[src/rtl/fifo_enq_arbiter_if.sv]
// Handshake bundle between NREQ ready/valid requesters, the enqueue arbiter and the fifo enqueue port.
// The master view belongs to the arbiter; the slave view belongs to the requesters plus fifo.
interface fifo_enq_arbiter_if #(
    parameter int WIDTH    = 32,
    parameter int LOG_NREQ = 2
);
    localparam int NREQ = 1 << LOG_NREQ;

    logic [NREQ-1:0]       req_valid;
    logic [NREQ*WIDTH-1:0] req_data;
    logic [NREQ-1:0]       req_last;
    logic [NREQ-1:0]       req_ready;

    logic                  out_valid;
    logic [WIDTH-1:0]      out_data;
    logic [LOG_NREQ-1:0]   out_src;
    logic                  out_ready;

    modport master (
        input  req_valid, req_data, req_last, out_ready,
        output req_ready, out_valid, out_data, out_src
    );

    modport slave (
        output req_valid, req_data, req_last, out_ready,
        input  req_ready, out_valid, out_data, out_src
    );
endinterface

[src/rtl/fifo_enq_arbiter.sv]
// Packet-atomic round-robin arbiter sharing one fifo enqueue port among NREQ requesters.
//
// state | meaning
// IDLE  | no packet in flight; grant is a round-robin scan starting at ptr
// LOCK  | port held by owner until it delivers a beat with last=1
module fifo_enq_arbiter #(
    parameter int WIDTH    = 32,
    parameter int LOG_NREQ = 2
) (
    input  logic                clk,
    input  logic                rst,
    fifo_enq_arbiter_if.master  bus,
    output logic                busy,
    output logic [15:0]         pkt_count
);
    localparam int NREQ = 1 << LOG_NREQ;

    typedef enum logic {
        IDLE = 1'b0,
        LOCK = 1'b1
    } state_t;

    state_t              state_q, state_d;
    logic [LOG_NREQ-1:0] owner_q, owner_d;
    logic [LOG_NREQ-1:0] ptr_q, ptr_d;
    logic [15:0]         cnt_q, cnt_d;

    logic [LOG_NREQ-1:0] sel;
    logic [LOG_NREQ-1:0] idx;
    logic                sel_valid;
    logic                sel_last;
    logic                fire;
    logic [WIDTH-1:0]    data_arr [NREQ];

    always_comb begin
        for (int i = 0; i < NREQ; i++) begin
            data_arr[i] = bus.req_data[i*WIDTH +: WIDTH];
        end
    end

    // Grant selection; out_ready is deliberately absent so valid/data/src never depend on it.
    always_comb begin
        sel       = ptr_q;
        idx       = ptr_q;
        sel_valid = 1'b0;
        if (state_q == LOCK) begin
            sel       = owner_q;
            sel_valid = bus.req_valid[owner_q];
        end else begin
            for (int k = 0; k < NREQ; k++) begin
                idx = ptr_q + LOG_NREQ'(k);
                if (!sel_valid && bus.req_valid[idx]) begin
                    sel_valid = 1'b1;
                    sel       = idx;
                end
            end
        end
    end

    assign sel_last = bus.req_last[sel];
    assign fire     = sel_valid && bus.out_ready;

    always_ff @(posedge clk or posedge rst) begin
        if (rst) begin
            state_q <= IDLE;
            owner_q <= '0;
            ptr_q   <= '0;
            cnt_q   <= '0;
        end else begin
            state_q <= state_d;
            owner_q <= owner_d;
            ptr_q   <= ptr_d;
            cnt_q   <= cnt_d;
        end
    end

    always_comb begin
        state_d = state_q;
        owner_d = owner_q;
        ptr_d   = ptr_q;
        cnt_d   = cnt_q;
        case (state_q)
            IDLE: begin
                if (sel_valid) begin
                    if (fire && sel_last) begin
                        ptr_d = sel + LOG_NREQ'(1);
                        cnt_d = cnt_q + 16'd1;
                    end else begin
                        // a stalled first beat also locks, keeping the fifo's view stable
                        state_d = LOCK;
                        owner_d = sel;
                    end
                end
            end
            LOCK: begin
                if (fire && sel_last) begin
                    state_d = IDLE;
                    ptr_d   = owner_q + LOG_NREQ'(1);
                    cnt_d   = cnt_q + 16'd1;
                end
            end
            default: state_d = IDLE;
        endcase
    end

    always_comb begin
        bus.req_ready = '0;
        if (fire) begin
            bus.req_ready[sel] = 1'b1;
        end
        bus.out_valid = sel_valid;
        bus.out_data  = data_arr[sel];
        bus.out_src   = sel;
        busy          = (state_q == LOCK);
        pkt_count     = cnt_q;
    end
endmodule

[src/flat_wrapper.sv]
// flat-port wrapper written by rule: the top's interface ports become plain ports
module fifo_enq_arbiter_flat 
#(
    parameter int WIDTH    = 32,
    parameter int LOG_NREQ = 2
)
  (clk, rst, busy, pkt_count, bus_req_valid, bus_req_data, bus_req_last, bus_out_ready, bus_req_ready, bus_out_valid, bus_out_data, bus_out_src);
  fifo_enq_arbiter_if #(.WIDTH(WIDTH), .LOG_NREQ(LOG_NREQ)) bus_i ();
  input  logic clk;
  input  logic rst;
  output logic busy;
  output logic [15:0] pkt_count;
  input wire logic [$bits(bus_i.req_valid)-1:0] bus_req_valid;
  input wire logic [$bits(bus_i.req_data)-1:0] bus_req_data;
  input wire logic [$bits(bus_i.req_last)-1:0] bus_req_last;
  input wire logic [$bits(bus_i.out_ready)-1:0] bus_out_ready;
  output wire logic [$bits(bus_i.req_ready)-1:0] bus_req_ready;
  output wire logic [$bits(bus_i.out_valid)-1:0] bus_out_valid;
  output wire logic [$bits(bus_i.out_data)-1:0] bus_out_data;
  output wire logic [$bits(bus_i.out_src)-1:0] bus_out_src;
  assign bus_i.req_valid = bus_req_valid;
  assign bus_i.req_data = bus_req_data;
  assign bus_i.req_last = bus_req_last;
  assign bus_i.out_ready = bus_out_ready;
  assign bus_req_ready = bus_i.req_ready;
  assign bus_out_valid = bus_i.out_valid;
  assign bus_out_data = bus_i.out_data;
  assign bus_out_src = bus_i.out_src;
  fifo_enq_arbiter #(.WIDTH(WIDTH), .LOG_NREQ(LOG_NREQ)) u_core (.clk(clk), .rst(rst), .bus(bus_i), .busy(busy), .pkt_count(pkt_count));
endmodule
[config.mk]
export PLATFORM = sky130hd
export DESIGN_NAME = fifo_enq_arbiter_flat
export DESIGN_NICKNAME = d
export VERILOG_FILES = /design/src/rtl/fifo_enq_arbiter_if.sv /design/src/rtl/fifo_enq_arbiter.sv /design/src/flat_wrapper.sv
export SDC_FILE = /design/constraint.sdc
export NUM_CORES = 1
export LEC_CHECK = 0
export BUFFER_PORTS_ARGS = -buffer_cell sky130_fd_sc_hd__buf_2
export CORE_MARGIN = 8
export CORE_UTILIZATION = 40
export DETAILED_ROUTE_END_ITERATION = 7
export GPL_TIMING_DRIVEN = 0
export PLACE_DENSITY = 0.88
export SLEW_MARGIN = 20
export SYNTH_ARGS = -nofsm -noshare
export SYNTH_HDL_FRONTEND = slang
export SYNTH_SLANG_ARGS = --single-unit
[constraint.sdc]
create_clock -name clk -period 4.5 [get_ports clk]
set_input_delay 0.45 -clock clk [delete_from_list [all_inputs] [get_ports clk]]
set_output_delay 0.45 -clock clk [all_outputs]
set_load 0.005 [all_outputs]
==> results.yml <==
placement:
  placed_cells: 423
  detailedPlacementHpwl_um: 7880
  detailedPlace.worstSlack_ns: 1.50
  gp_congestion: 0.921
  placement.io_buffers: 194
timing:
  tightest_slew_ns: 0.783
  finalHoldViolations: 0
  timing.final.crit_period_ns: 3.21
  timing.final.max_slew_violations: 0
  fmax_ghz: 0.312
  final.setup.tns_ns: 0
  rsz0062_at_grt: "no"
  worst_slack_ns: 1.29
  timing.slew.headroom_pct: 47.7
  fin_skew_ns: 0.00393
  hold_slack_ns: 0.316
  final-setup-viol-count: 0
  final.period_utilization_pct: 71.3
drt:
  drc: 0
  postRouteAntennaNets: 0
  totalWireLength_um: 8880
  avgViaCountPerCell: 5.30
  detailed_routed_wire_length_on_met3_um: 1040
  highest_metal_layer_used_by_the_detailed_router: "met5"
  drt_first_iter_violations: 55
  detail_route.wirelength.met1_um: 2940
  detail_route.first_pass.iterations: 4
  route.vias.total: 2279
  detailroute.wirelength.met2_um: 4590
  wire_per_inst_um: 20.6
global_route:
  first_global_vias: 2497
  grt_start_max_net_pins: 22
  grt.total_usage_pct: 22.0
  grt_pass1_wl_um: 13000
  antenna_violations_before_repair: 8
  grt.overflow.total: 0
yosys:
  synth_seq_cells: 21
  postSynth.topFlopCell: "sky130_fd_sc_hd__dfrtp_1"
  ys.warnings.count: 0
  asyncSetResetFlopFracSynth_pct: 100
  syn_avg_cell_area_um2: 12.3
  synth.lib_cells_used.distinct: 31
  syn-num-nets: 306
  synth.cell_area_um2: 2000
  synth_sequential_area_ratio_pct: 26.3
  syn_inst: 162
  synth-edff-count: 0
worst_hold_path:
  min_path_type: "input port to async pin"
layout:
  multi_input_comb_area_um2: 1400
  mostFrequentLayoutCells: "sky130_fd_sc_hd__buf_2, sky130_fd_sc_hd__mux4_2, sky130_fd_sc_hd__dfrtp_1"
  num-nets-final: 505
  drive_gt1_share_pct: 67.2
  flow.area_growth_from_synthesis_pct: 55.5
  finish.utilization_pct: 65.0
  mostFrequentLayoutCell: "sky130_fd_sc_hd__buf_2"
  non_filler_instance_count_after_layout: 430
  regArea_um2: 526
  n_fill_cell: 382
critical_path:
  kind_of_start_point_of_the_critical_path: "register"
  critical_path_required_ns: 4.05
  cp.arrival_ns: 2.76
  critical_path_fanouts_max: 12
  worst-setup-path-type: "register to output port"
  max_stage_delay_ns: 0.52
  crit_buf_inv: 4
  cp_common_cell: "sky130_fd_sc_hd__clkbuf_1"
  critical_path.top_delay_family: "buffers and inverters"
  worstPathCellList: "clkbuf_1 -> a211o_1 -> o221ai_4 -> clkbuf_1 -> inv_1 -> ha_1 -> and3_1 -> buf_2"
  worst_path_max_delay_cell: "sky130_fd_sc_hd__clkbuf_1"
  setup.reg_to_reg.worst_slack_ns: 1.93
  end_kind: "output port"
run:
  drv_cap: 0
clocking:
  postCtsHoldBufs: 0
  number_of_buffers_on_the_longest_clock_path: 2
  cts.sink_count: 21
  htree_num_levels: 1
  cts.root.buffer_cell: "sky130_fd_sc_hd__clkbuf_8"
  cts.reportedPaths.clkPinSlew_ns: 0.08
  postCtsResizedCells: 0
  worst_skew_pair.late_latency_ns: 0.26
  postCtsSetupRepairBufs: 0
  numCtsBuffers: 3
  tritoncts: "yes"
power_and_ir_drop:
  pwr-share-clk_pct: 15.9
  ir_worst_vdd_mv: 0.257
  cellLeakagePower_uw: 0.00161
  switchingPower_uw: 281
  pwr-share-comb_pct: 52.2
  power_per_cell_area_nw_per_um2: 256
  power.sequential.fraction_pct: 31.9
  netSwitchingFraction_pct: 35.3
  power.internal_uw: 515
die:
  fp.dieW_um: 86.7
  io-pin-count: 195
  core_region_area_um2: 4790
  die_h_um: 86.7
  row_count: 25
  floorplan.initialDensity_pct: 41.8
  floorplan.die_area_um2: 7520
status:
  run_status: "complete, no violations"
==> cell type report <==
cell class	count	area share [%]
Clock inverter	1	0.241
Timing Repair Buffer	194	31.2
Tap cell	67	2.69
Inverter	8	0.965
Sequential cell	21	16.9
Antenna cell	3	0.241
Buffer	9	1.49
Clock buffer	3	1.33
Multi-Input combinational cell	124	45.0
==> Yosys cell counts, types with 5 or more instances <==
cell type	instances	area, um^2
sky130_fd_sc_hd__a21oi_1	7	35.0
sky130_fd_sc_hd__nor2_1	5	18.8
sky130_fd_sc_hd__nand3_1	5	25.0
sky130_fd_sc_hd__nand4_1	7	43.8
sky130_fd_sc_hd__nand2_1	9	33.8
sky130_fd_sc_hd__xnor2_1	14	123
sky130_fd_sc_hd__dfrtp_1	21	526
sky130_fd_sc_hd__mux4_2	33	743
sky130_fd_sc_hd__ha_1	5	62.6
sky130_fd_sc_hd__and3_1	9	56.3
sky130_fd_sc_hd__inv_1	8	30.0
sky130_fd_sc_hd__o21ai_0	7	35.0
==> power by group through the flow <==
stage	logic (uW)	registers, uW	clock network, uW
6_report	415	254	127
5_1_grt	456	260	133
4_1_cts	420	254	128
3_5_place_dp	419	258	0
3_3_place_gp	405	255	0
2_1_floorplan	235	253	0
==> flip-flops by register name (all words and copies together), names as in the netlist <==
signal            flops
u_core.owner_q        2
u_core.ptr_q          2
u_core.busy           1
u_core.pkt_count     16
==> cells by family (layout without fill, tap and decap cells) <==
logic type | count (synthesis) | in the layout | synth area share [%]
and+or+nand+nor | 45 | 45 | 11.9
DFF | 21 | 21 | 26.3
buffers and inverters | 17 | 215 | 3.81
muxes | 39 | 39 | 40.5
adders and majority gates | 5 | 5 | 3.13
AOI/OAI and AO/OA | 20 | 20 | 7.76
xor gates and xnor gates | 15 | 15 | 6.57
other | 0 | 3 | 0
==> metrics by stage <==
| step | total power (uW) | cell area (um^2) |
|---|---|---|
| floorplan | 488 | 2000 |
| global placement | 660 | 3060 |
| detailed placement | 677 | 3060 |
| CTS | 802 | 3100 |
| global route | 849 | 3110 |
| finish | 796 | 3110 |
==> path summary, 6_finish.rpt <==
kind	startpoint	endpoint	depth (start not counted)
min in group clk	u_core.pkt_count[15]	u_core.pkt_count[15]	1
worst max-delay path	u_core.busy	bus_req_ready[0]	8
worst min-delay path	rst	u_core.pkt_count[12]	2
worst min register to register	u_core.pkt_count[15]	u_core.pkt_count[15]	1
worst max register to register	u_core.busy	u_core.ptr_q[1]	6
max in group asynchronous	rst	u_core.owner_q[1]	2
==> metal layers <==
metal  vias to the layer above  track usage, %
li1                       1039               -
met1                      1071            22.0
met2                       133            38.5
met3                        26            10.1
met4                        10            9.55
met5                         -               0
Note: power is estimated with default switching activity, not from simulation.
